--- config.mk ---
export PLATFORM = sky130hd
export DESIGN_NAME = gdemux16_reg
export DESIGN_NICKNAME = d
export VERILOG_FILES = /design/src/rtl/gdemux16_reg.sv
export SDC_FILE = /design/constraint.sdc
export NUM_CORES = 1
export LEC_CHECK = 0
export CORE_ASPECT_RATIO = 1.4
export CORE_MARGIN = 2
export CORE_UTILIZATION = 44
export CTS_BUF_LIST = sky130_fd_sc_hd__clkbuf_16
export CTS_CLUSTER_DIAMETER = 30
export DETAILED_ROUTE_END_ITERATION = 12
export GPL_ROUTABILITY_DRIVEN = 0
export PLACE_DENSITY = 0.79
export REMOVE_ABC_BUFFERS = 1
export SYNTH_ARGS = -nofsm -noshare
export SYNTH_HDL_FRONTEND = slang
export SYNTH_SLANG_ARGS = --single-unit
export TNS_END_PERCENT = 30
--- constraint.sdc ---
create_clock -name clk -period 2 [get_ports clk]
set_input_delay 0.6 -clock clk [delete_from_list [all_inputs] [get_ports clk]]
set_output_delay 0.6 -clock clk [all_outputs]
set_load 0.005 [all_outputs]
--- src/rtl/gdemux16_reg.sv ---
// gdemux16_reg: 1-to-2 ready/valid demux with a one-entry registered buffer and handshake counter per port
module gdemux16_reg #(
  parameter int WIDTH = 16,
  parameter int CNTW  = 8
) (
  input  logic             clk,
  input  logic             rst_n,
  input  logic [WIDTH-1:0] in_data,
  input  logic             in_sel,
  input  logic             in_valid,
  output logic             in_ready,
  output logic [WIDTH-1:0] out0_data,
  output logic             out0_valid,
  input  logic             out0_ready,
  output logic [WIDTH-1:0] out1_data,
  output logic             out1_valid,
  input  logic             out1_ready,
  output logic [CNTW-1:0]  cnt0,
  output logic [CNTW-1:0]  cnt1
);
  logic [WIDTH-1:0] r_data0, r_data1;
  logic             r_valid0, r_valid1;
  logic [CNTW-1:0]  r_cnt0, r_cnt1;
  logic             w_ready, w_load0, w_load1, w_drain0, w_drain1;

  // A port can take a word when empty or when it is draining this same cycle
  always_comb begin
    w_ready  = rst_n & (in_sel ? (~r_valid1 | out1_ready) : (~r_valid0 | out0_ready));
    w_load0  = in_valid & w_ready & ~in_sel;
    w_load1  = in_valid & w_ready & in_sel;
    w_drain0 = r_valid0 & out0_ready;
    w_drain1 = r_valid1 & out1_ready;
  end

  // Port 0 buffer: refill wins over drain so a simultaneous swap leaves no bubble
  always_ff @(posedge clk or negedge rst_n) begin
    if (!rst_n) begin
      r_data0  <= '0;
      r_valid0 <= 1'b0;
      r_cnt0   <= '0;
    end else begin
      if (w_load0) r_data0 <= in_data;
      r_valid0 <= w_load0 | (r_valid0 & ~w_drain0);
      if (w_drain0) r_cnt0 <= r_cnt0 + 1'b1;
    end
  end

  // Port 1 buffer: same behaviour as port 0
  always_ff @(posedge clk or negedge rst_n) begin
    if (!rst_n) begin
      r_data1  <= '0;
      r_valid1 <= 1'b0;
      r_cnt1   <= '0;
    end else begin
      if (w_load1) r_data1 <= in_data;
      r_valid1 <= w_load1 | (r_valid1 & ~w_drain1);
      if (w_drain1) r_cnt1 <= r_cnt1 + 1'b1;
    end
  end

  assign in_ready   = w_ready;
  assign out0_data  = r_data0;
  assign out0_valid = r_valid0;
  assign out1_data  = r_data1;
  assign out1_valid = r_valid1;
  assign cnt0       = r_cnt0;
  assign cnt1       = r_cnt1;
endmodule

Word-level counts from Yosys, hierarchy flattened. Cells that the tools add are included.

Register bits after elaboration: 50. Input port bits: 22. Output and inout bits: 51. Word-level logic and storage cells: 26.

Add/sub/neg operators: 2. Mux-type cells: 1. Bitwise logic cells: 17.

Operators by type and width (count): adder 8 x 1 -> 8 bit, second input constant (2); AND 1 bit (8); NOT 1 bit (5); OR 1 bit (4); 2-to-1 mux 1 bit (1).

Longest topological paths before layout. Gate-level depths: netlist (run 1).

Depth in word-level cells: 7. Mapped depth: 5. Depth with buffers taken out: 3.

Worst setup path after synthesis (run 1). No wires, ideal clock.

Kind: input to register. From: in out0_ready. To: reg r_data0[0] (netlist: out0_data[0]). Library setup time: 125 ps. Data arrival time: 1531 ps. Slack: 344 ps. Stages on the path: 4. Buffers on the path: 1. Cell sequence: nand2b_2 -> nor3b_4 -> buf_6 -> mux2_2.

Cells in the longest elaborated chain, start to end: 5.

Ends and longest elaborated chain: from (decl) (line 14) `input logic out0_ready,`; OR 1 bit (line 28) `w_ready = rst_n & (in_sel ? (~r_valid1 | out1_ready) : (~r_valid0 | out0_ready));`; 2-to-1 mux 1 bit (line 28); AND 1 bit (line 28); AND 1 bit (2 in a row) (line 29) `w_load0 = in_valid & w_ready & ~in_sel;`; to (signal assigned) (line 42) `if (w_load0) r_data0 <= in_data;`; to (decl) (line 21) `logic [WIDTH-1:0] r_data0, r_data1;`.

No other way between the ends. A chain may end at the register's enable or synchronous reset.

Worst setup path after layout (run 1).
From: in out0_ready. To: out in_ready.

Cells in the longest elaborated chain, start to end: 3.

Ends and longest elaborated chain: OR 1 bit (line 28); 2-to-1 mux 1 bit (line 28); AND 1 bit (line 28); to (decl) (line 11) `output logic in_ready,`.

No other way between the ends.

==> results.md, run 1 <==
* Max-Cap Viols at 0
* Achievable Freq at 524 MHz
* Antenna Cells at 0
* Most common cell after layout, fill and taps aside: clkdlybuf4s50_1
* Die width at 61.7 um
* Final period util at 0.954
* CTS tree: yes
* Clock network fraction of total power at 0.285
* Area after DPL at 0.00287 sq mm
* Initial antenna violation count at 0
* All-Layer GR Usage at 0.186
* Core region area at 0.00450 sq mm
* Via count at 1,363
* Clock tree sinks at 50
* Final Non-Filler Cells at 279
* Overall power at 3.27 mW
* CTS Hold Bufs at 0
* WP data required at 1.40 ns
* Die Ht at 84.8 um
* Sw Pwr at 809 uW
* Hold Fails Final Rpt at 0
* Setup Viol. Count Final at 0
* Switch share at 0.248
* Commonest non-fill, non-tap cells in the layout: clkdlybuf4s50_1 (67), dfrtp_1 (50), mux2_2 (24)
* Layout area overhead at 49.3%
* GRT overflow at 0
* TritonCTS buffer count at 5
* Initial DRC Count at 38
* First-pass GRT wire length at 7.22 mm
* Register area share after synthesis at 0.611
* Skew-Pair Late Insertion Delay at 0.28 ns
* Maximum clock insertion buffer count at 2
* Io pins at 73
* Cell area after synthesis at 0.00205 sq mm
* Fin crit period at 1.91 ns
* Initial Util at 0.456
* Worst vdd ir at 769 uV
* Post-place setup slack at -0.521 ns
* Count of input and output buffers at 72
* Vias per cell at 4.89
* Clock root cell: clkbuf_16
* Final instance area at 0.00306 sq mm
* Unrepaired setup endpoints after global routing: no
* Sequential power share at 0.438
* Slew HR at 0.790
* Detail Route Antenna Nets at 0
* Crit-path max FO at 2
* Number of fill cells in the layout at 360
* Internal power at 2.46 mW
* WL final at 4.47 mm
* Post-synth cell types at 22
* Post-DP HPWL at 3.31 mm
* DR DRC count at 0
* Combinational share of power at 0.277
* Lkg Pwr at 1.34 nW
* Critical Path Sink Type: output port
* Critical path class: in -> out
* Drt wl/cell at 16.0 um
* H-tree depth at 2
* Vias in the first global route at 1,515
* Syn. warnings at 0
* Placed instance count at 269
* Post-synthesis cell count at 133
* Pin count of the biggest net entering global routing at 26
* # rows at 29
* Drt first pass iters at 4
* Fin worst setup slack at 0.0926 ns
* Arr. time, crit path at 1.31 ns
* Clock Pin Slew Worst Setup and Hold Paths at 0.06 ns
* NumNets Final at 240
* Die area at 0.00523 sq mm
* Final Skew at 0.00552 ns
* Crit start category: input pin
* Outcome: finished clean
* Worst hold path type: in -> async
* Synth Register Bits at 50
* Max Slew Vio Count at 0
* Pwr dens at 1070 mW/mm^2
* Least-Margin Pin Slew at 0.315 ns
* Min Hold Slack at 0.331 ns
* Avg Inst Size Synth at 15.4 sq um
* Share of cells above drive strength 1 at 0.258
## logic make-up after synthesis
family / Yosys count / share of synthesized area
buf+inv: 5 / 0.0238
simple gates: 26 / 0.0812
compound gates: 1 / 0.00244
fa+ha+maj: 2 / 0.0122
flops: 50 / 0.611
xor+xnor: 14 / 0.0598
mux: 35 / 0.210
## final timing paths
kind | start | endpoint | slack (ns) | cells after the start
worst max-delay path | out0_ready | in_ready | 0.09 | 5
worst min-delay path | rst_n | cnt1[6]$_DFFE_PN0P_ | 0.33 | 2
worst max register to register | out0_valid$_DFF_PN0_ | out0_data[9]$_DFFE_PN0P_ | 0.43 | 6
worst min register to register | cnt1[7]$_DFFE_PN0P_ | cnt1[7]$_DFFE_PN0P_ | 0.47 | 1
max in group asynchronous | rst_n | out1_data[4]$_DFFE_PN0P_ | 1.32 | 3
min in group clk | cnt1[7]$_DFFE_PN0P_ | cnt1[7]$_DFFE_PN0P_ | 0.47 | 1
## per-stage QoR
stage	utilization	TNS (ns)
6_report	0.680	0
5_1_grt	0.680	0
4_1_cts	0.680	0
3_5_place_dp	0.639	-5.75
3_3_place_gp	0.639	-5.15
2_1_floorplan	-	-3.85
## power groups by stage
stage	Clock, mW	Combinational (mW)	Sequential (mW)
4_1_cts	0.942	0.921	1.44
3_5_place_dp	0	0.915	1.45
6_report	0.930	0.905	1.43
5_1_grt	0.995	0.983	1.46
2_1_floorplan	0	0.292	1.43
3_3_place_gp	0	0.883	1.43
## cell type report
type	count	area, sq um	share of cell area
Clock buffer	5	125	0.0409
Sequential cell	50	1250	0.409
Timing Repair Buffer	81	800	0.261
Tap cell	62	77.6	0.0254
Clock inverter	3	41.3	0.0135
Multi-Input combinational cell	78	764	0.250
## cells in the mapped netlist
library cell | n | area, sq um
nor3b_4 | 1 | 18.8
nand4_1 | 6 | 37.5
ha_1 | 2 | 25.0
nand2_1 | 6 | 22.5
o21ai_0 | 1 | 5.00
dfrtp_1 | 50 | 1250
nor2b_1 | 2 | 12.5
buf_2 | 2 | 10.0
nand2b_2 | 1 | 8.76
mux2i_1 | 1 | 10.0
buf_4 | 1 | 7.51
nand3_1 | 1 | 5.00
nand2b_1 | 1 | 6.26
mux2_4 | 10 | 150
xnor2_1 | 10 | 87.6
and4_1 | 2 | 17.5
and2_1 | 2 | 12.5
mux2_2 | 24 | 270
buf_12 | 1 | 20.0
and3_1 | 4 | 25.0
buf_6 | 1 | 11.3
xor2_1 | 4 | 35.0
## routing by layer
| metal | vias to the layer above | wire (um) | track usage |
|---|---|---|---|
| met4 | 0 | 61 | 0.0484 |
| met5 | - | 0 | 0 |
| met2 | 39 | 2510 | 0.334 |
| met3 | 7 | 161 | 0.0462 |
| li1 | 626 | - | - |
| met1 | 691 | 1740 | 0.210 |
## sequential cells by signal (all words and copies together), names as in the netlist
signal,flops
out1_data,16
out1_valid,1
out0_data,16
cnt0,8
cnt1,8
out0_valid,1
## timing repair
| item | CTS | global route |
|---|---|---|
| resized for setup | 9 | 0 |
| setup buffers | 2 | 0 |
| hold endpoints to repair | 0 | 0 |
| endpoints found under the setup margin | 1 | 0 |
## critical path: stages
cell and delay (ns):
dlygate4sd2_1 0.24, nand2b_4 0.14, mux2i_1 0.13, nor2b_1 0.06
buf_2 0.12
No activity file was read; power rests on OpenSTA's default activity.
==> run 2: changes to the inputs <==
Settings changed: GPL_TIMING_DRIVEN set to 0.
==> results.md, run 2 (synthesized netlist as in run 1, its figures left out) <==
* Fin crit period at 1.95 ns (was 1.91 ns)
* Post-DP HPWL at 3.21 mm (was 3.31 mm)
* NumNets Final at 238 (was 240)
* Share of cells above drive strength 1 at 0.256 (was 0.258)
* WP data required at 1.40 ns (about the same)
* Slew HR at 0.813 (was 0.790)
* Cell Chain, Critical Path: dlygate4sd2_1 -> mux2i_1 -> nor2b_1 -> buf_2 (was dlygate4sd2_1 -> nand2b_4 -> mux2i_1 -> nor2b_1 -> buf_2)
* Final Skew at 0.00326 ns (was 0.00552 ns)
* Crit start category: input pin (unchanged)
* Die width at 61.7 um (unchanged)
* Clock root cell: clkbuf_16 (unchanged)
* All-Layer GR Usage at 0.176 (was 0.186)
* Io pins at 73 (unchanged)
* WL final at 4.24 mm (was 4.47 mm)
* Met2 Resource Use GR at 0.295 (was 0.334)
* Initial antenna violation count at 0 (unchanged)
* Worst vdd ir at 728 uV (was 769 uV)
* Die area at 0.00523 sq mm (unchanged)
* Most common cell after layout, fill and taps aside: clkdlybuf4s50_1 (unchanged)
* Detail Route Antenna Nets at 0 (unchanged)
* DR DRC count at 0 (unchanged)
* Final period util at 0.975 (was 0.954)
* Setup Viol. Count Final at 0 (unchanged)
* Clock tree sinks at 50 (unchanged)
* Initial DRC Count at 36 (was 38)
* Via count at 1,358 (was 1,363)
* Antenna Cells at 0 (unchanged)
* TritonCTS buffer count at 5 (unchanged)
* Skew-Pair Late Insertion Delay at 0.28 ns (about the same)
* Pwr dens at 1030 mW/mm^2 (was 1070 mW/mm^2)
* Pin count of the biggest net entering global routing at 35 (was 26)
* Hold Fails Final Rpt at 0 (unchanged)
* Reg2reg setup slack at 0.57 ns (was 0.43 ns)
* Unrepaired setup endpoints after global routing: no (unchanged)
* Commonest non-fill, non-tap cells in the layout: clkdlybuf4s50_1 (67), dfrtp_1 (50), mux2_2 (24) (unchanged)
* CP top delay family: buffers and inverters (unchanged)
* Outcome: finished clean (unchanged)
* Die Ht at 84.8 um (unchanged)
* Critical path class: in -> out (unchanged)
* Count of input and output buffers at 72 (unchanged)
* Initial Util at 0.456 (unchanged)
* H-tree depth at 2 (unchanged)
* Arr. time, crit path at 1.35 ns (was 1.31 ns)
* CTS Hold Bufs at 0 (unchanged)
* Met1 Track Usage GR at 0.223 (was 0.210)
* Vias in the first global route at 1,449 (was 1,515)
* First-pass GRT wire length at 6.98 mm (was 7.22 mm)
* Layout area overhead at 48.8% (was 49.3%)
* Setup TNS at 0 ns (unchanged)
* GRT overflow at 0 (unchanged)
* Max Slew Vio Count at 0 (unchanged)
* Core region area at 0.00450 sq mm (unchanged)
* Achievable Freq at 513 MHz (was 524 MHz)
* Critical path's largest stage delay at 0.33 ns (was 0.24 ns)
* Vias per cell at 4.90 (was 4.89)
* Drt wl/cell at 15.3 um (was 16.0 um)
* Crit-path max FO at 4 (was 2)
* Clock Pin Slew Worst Setup and Hold Paths at 0.06 ns (about the same)
* Gr busiest metal: met2 (unchanged)
* Reg2reg end: out1_data[4]$_DFFE_PN0P_ (was out0_data[9]$_DFFE_PN0P_)
* Max-Cap Viols at 0 (unchanged)
* Worst hold path type: in -> async (unchanged)
* Critical Path Sink Type: output port (unchanged)
* # rows at 29 (unchanged)
* Lkg Pwr at 1.34 nW (about the same)
* Reg2Reg Depth at 5 (was 6)
* Reg-to-Reg Start: out1_valid$_DFF_PN0_ (was out0_valid$_DFF_PN0_)
* Maximum clock insertion buffer count at 2 (unchanged)
* Critical-path top delay cell: dlygate4sd2_1 (unchanged)
* CTS tree: yes (unchanged)
* GR Util met3 at 0.0308 (was 0.0462)
* Util after Layout at 0.678 (was 0.680)
* Crit path buf inv count at 2 (unchanged)
* Drt first pass iters at 4 (unchanged)
* Least-Margin Pin Slew at 0.281 ns (was 0.315 ns)
==> run 2: stage by stage <==
step	setup WS (ns)	cells	cell area [sq um]	total power, mW	hold WS, ns
after floorplan	-0.285	128	2000	1.72	0.304
after global placement	-3.01	262	2800	2.30	0.455
after detailed placement	-0.827	264	2830	2.35	0.466
after CTS	-0.0854	273	3010	3.18	0.198
final	0.0498	277	3050	3.15	0.148
after global routing	0.0116	277	3050	3.33	0.153
==> run 2: worst max path at each step <==
| stage | from | end | slack, ns | cells past startpoint |
|---|---|---|---|---|
| after floorplan | out1_ready | out1_data[0]$_DFFE_PN0P_ | -0.28 | 3 |
| after global routing | in_sel | in_ready | 0.01 | 4 |
| final | in_sel | in_ready | 0.05 | 4 |
| after detailed placement | rst_n | out0_data[8]$_DFFE_PN0P_ | -0.83 | 5 |
| after global placement | rst_n | out1_data[15]$_DFFE_PN0P_ | -3.01 | 4 |
| after CTS | out1_ready | in_ready | -0.09 | 5 |
==> run 2: report_power, final <==
part | switching, mW | internal, mW | total [mW]
Clock | 0.354 | 0.463 | 0.817
Sequential | 0.194 | 1.24 | 1.43
Combinational | 0.261 | 0.637 | 0.898
==> run 2: layer usage <==
| layer | up-vias | share of wire |
|---|---|---|
| met1 | 691 | 0.41 |
| li1 | 621 | - |
| met4 | 0 | 0.015 |
| met5 | - | 0 |
| met3 | 6 | 0.031 |
| met2 | 40 | 0.54 |
==> run 2: repair_timing <==
| action | CTS | global route |
|---|---|---|
| gates resized for setup | 9 | 3 |
| endpoints found under the setup margin | 33 | 12 |
| hold endpoints to repair | 0 | 0 |
| pin swaps | 1 | 0 |
| buffers inserted | 1 | 4 |
==> run 2: area by class of cell <==
class	count	area, sq um
Sequential cell	50	1250
Timing Repair Buffer	79	806
Tap cell	62	77.6
Clock inverter	3	21.3
Clock buffer	5	125
Multi-Input combinational cell	78	769
Fill cell	347	1450
==> run 3: changes to the inputs <==
Settings changed: CORE_ASPECT_RATIO 1.4 to not set.
==> results.md, run 3 (synthesized netlist as in run 1, its figures left out) <==
* Maximum clock insertion buffer count at 2 (unchanged)
* Commonest non-fill, non-tap cells in the layout: clkdlybuf4s50_1 (67), dfrtp_1 (50), mux2_2 (24) (unchanged)
* Slew HR at 0.811 (was 0.813)
* Io pins at 73 (unchanged)
* Critical path's largest stage delay at 0.31 ns (was 0.33 ns)
* Lkg Pwr at 1.33 nW (was 1.34 nW)
* Critical path class: in -> out (unchanged)
* Initial DRC Count at 46 (was 36)
* Clock root cell: clkbuf_16 (unchanged)
* TritonCTS buffer count at 5 (unchanged)
* WP data required at 1.40 ns (about the same)
* Antenna Cells at 0 (unchanged)
* Vias per cell at 5.15 (was 4.90)
* H-tree depth at 2 (unchanged)
* Achievable Freq at 520 MHz (was 513 MHz)
* CTS tree: yes (unchanged)
* Setup TNS at 0 ns (unchanged)
* Skew-Pair Late Insertion Delay at 0.28 ns (about the same)
* Post-DP HPWL at 3.23 mm (was 3.21 mm)
* Drt first pass iters at 3 (was 4)
* Vias in the first global route at 1,488 (was 1,449)
* Cell Chain, Critical Path: dlygate4sd2_1 -> mux2i_1 -> nor2b_1 -> buf_2 (unchanged)
* Detail Route Antenna Nets at 0 (unchanged)
* Reg2reg end: out1_data[3]$_DFFE_PN0P_ (was out1_data[4]$_DFFE_PN0P_)
* Core region area at 0.00441 sq mm (was 0.00450 sq mm)
* Clock Pin Slew Worst Setup and Hold Paths at 0.07 ns (was 0.06 ns)
* # rows at 24 (was 29)
* Arr. time, crit path at 1.32 ns (was 1.35 ns)
* Clock tree sinks at 50 (unchanged)
* CP top delay family: buffers and inverters (unchanged)
* Max-Cap Viols at 0 (unchanged)
* Drt wl/cell at 16.6 um (was 15.3 um)
* Pin count of the biggest net entering global routing at 41 (was 35)
* Crit path buf inv count at 2 (unchanged)
* Reg2Reg Depth at 4 (was 5)
* Fin crit period at 1.92 ns (was 1.95 ns)
* Via count at 1,354 (was 1,358)
* Crit start category: input pin (unchanged)
* Die area at 0.00522 sq mm (was 0.00523 sq mm)
* Pwr dens at 1080 mW/mm^2 (was 1030 mW/mm^2)
* Die width at 72.3 um (was 61.7 um)
* Initial antenna violation count at 0 (unchanged)
* NumNets Final at 234 (was 238)
* Outcome: finished clean (unchanged)
* Worst vdd ir at 579 uV (was 728 uV)
* Worst hold path type: in -> async (unchanged)
* DR DRC count at 0 (unchanged)
* Initial Util at 0.464 (was 0.456)
* Util after Layout at 0.683 (was 0.678)
* Die Ht at 72.3 um (was 84.8 um)
* Least-Margin Pin Slew at 0.284 ns (was 0.281 ns)
* Reg-to-Reg Start: out1_valid$_DFF_PN0_ (unchanged)
* Count of input and output buffers at 72 (unchanged)
* WL final at 4.36 mm (was 4.24 mm)
* Share of cells above drive strength 1 at 0.232 (was 0.256)
* Crit-path max FO at 4 (unchanged)
* First-pass GRT wire length at 7.23 mm (was 6.98 mm)
* Layout area overhead at 47.2% (was 48.8%)
* Placed instance count at 254 (was 264)
* All-Layer GR Usage at 0.181 (was 0.176)
* Hold Fails Final Rpt at 0 (unchanged)
* Final Non-Filler Cells at 263 (was 277)
* Critical Path Sink Type: output port (unchanged)
* Reg2reg setup slack at 0.55 ns (was 0.57 ns)
* GRT overflow at 0 (unchanged)
* Unrepaired setup endpoints after global routing: no (unchanged)
* Max Slew Vio Count at 0 (unchanged)
* Final Skew at 0.00559 ns (was 0.00326 ns)
* Setup Viol. Count Final at 0 (unchanged)
* Most common cell after layout, fill and taps aside: clkdlybuf4s50_1 (unchanged)
* Final period util at 0.962 (was 0.975)
* Critical-path top delay cell: dlygate4sd2_1 (unchanged)
* CTS Hold Bufs at 0 (unchanged)
run 3: cell count changes in the layout (fill, tap and decap cells not counted):
| cell | previous run | this run |
|---|---|---|
| buf_4 | 4 | 0 |
| bufinv_16 | 0 | 1 |
| clkinv_2 | 1 | 0 |
| clkinv_4 | 1 | 0 |
| clkinvlp_4 | 1 | 0 |
| dlygate4sd2_1 | 1 | 3 |
| dlymetal6s2s_1 | 2 | 0 |
| inv_1 | 0 | 2 |
run 3: final cells by class:
class	instances	area, sq um
tap	52	65.1
multi-input combinational	78	769
timing repair buffer	75	768
fill	330	1400
sequential	50	1250
clock buffer	5	125
clock inverter	3	37.5
run 3: worst max path at each step:
| stage | from | end | slack [ns] | depth (start not counted) |
|---|---|---|---|---|
| detailed placement | rst_n | out0_data[0]$_DFFE_PN0P_ | -0.66 | 5 |
| CTS | rst_n | in_ready | 0.06 | 4 |
| global placement | rst_n | out1_data[0]$_DFFE_PN0P_ | -2.93 | 4 |
| floorplan | out1_ready | out1_data[0]$_DFFE_PN0P_ | -0.28 | 3 |
| finish | in_sel | in_ready | 0.08 | 4 |
| global route | rst_n | in_ready | 0.02 | 4 |
run 3: per-stage QoR:
| stage | hold WS (ns) | power, mW | setup WS (ns) | area (sq um) |
|---|---|---|---|---|
| final | 0.121 | 3.25 | 0.0759 | 3020 |
| after global routing | 0.119 | 3.43 | 0.0186 | 3020 |
| after CTS | 0.122 | 3.30 | 0.0613 | 3020 |
| after detailed placement | 0.458 | 2.36 | -0.661 | 2820 |
| after global placement | 0.457 | 2.29 | -2.93 | 2790 |
| after floorplan | 0.304 | 1.72 | -0.285 | 2000 |
run 3: timing repair:
item / CTS / global route
setup endpoints to repair: 28 / 0
gates resized for setup: 12 / 0
buffers inserted: 1 / 0
run 3: power breakdown:
part           switching, mW  total [mW]  leakage, nW  internal [mW]
Combinational          0.271       0.904        0.625          0.633
Clock                  0.343       0.924       0.0864          0.581
Sequential             0.188        1.43        0.614           1.24
Total                  0.802        3.25         1.33           2.45
run 3: layer usage:
metal	up-vias	global-route usage	part of all wire
li1	617	-	-
met1	678	0.215	0.40
met2	52	0.302	0.50
met3	7	0.0778	0.091
met4	0	0.0503	0.012
met5	-	0	0
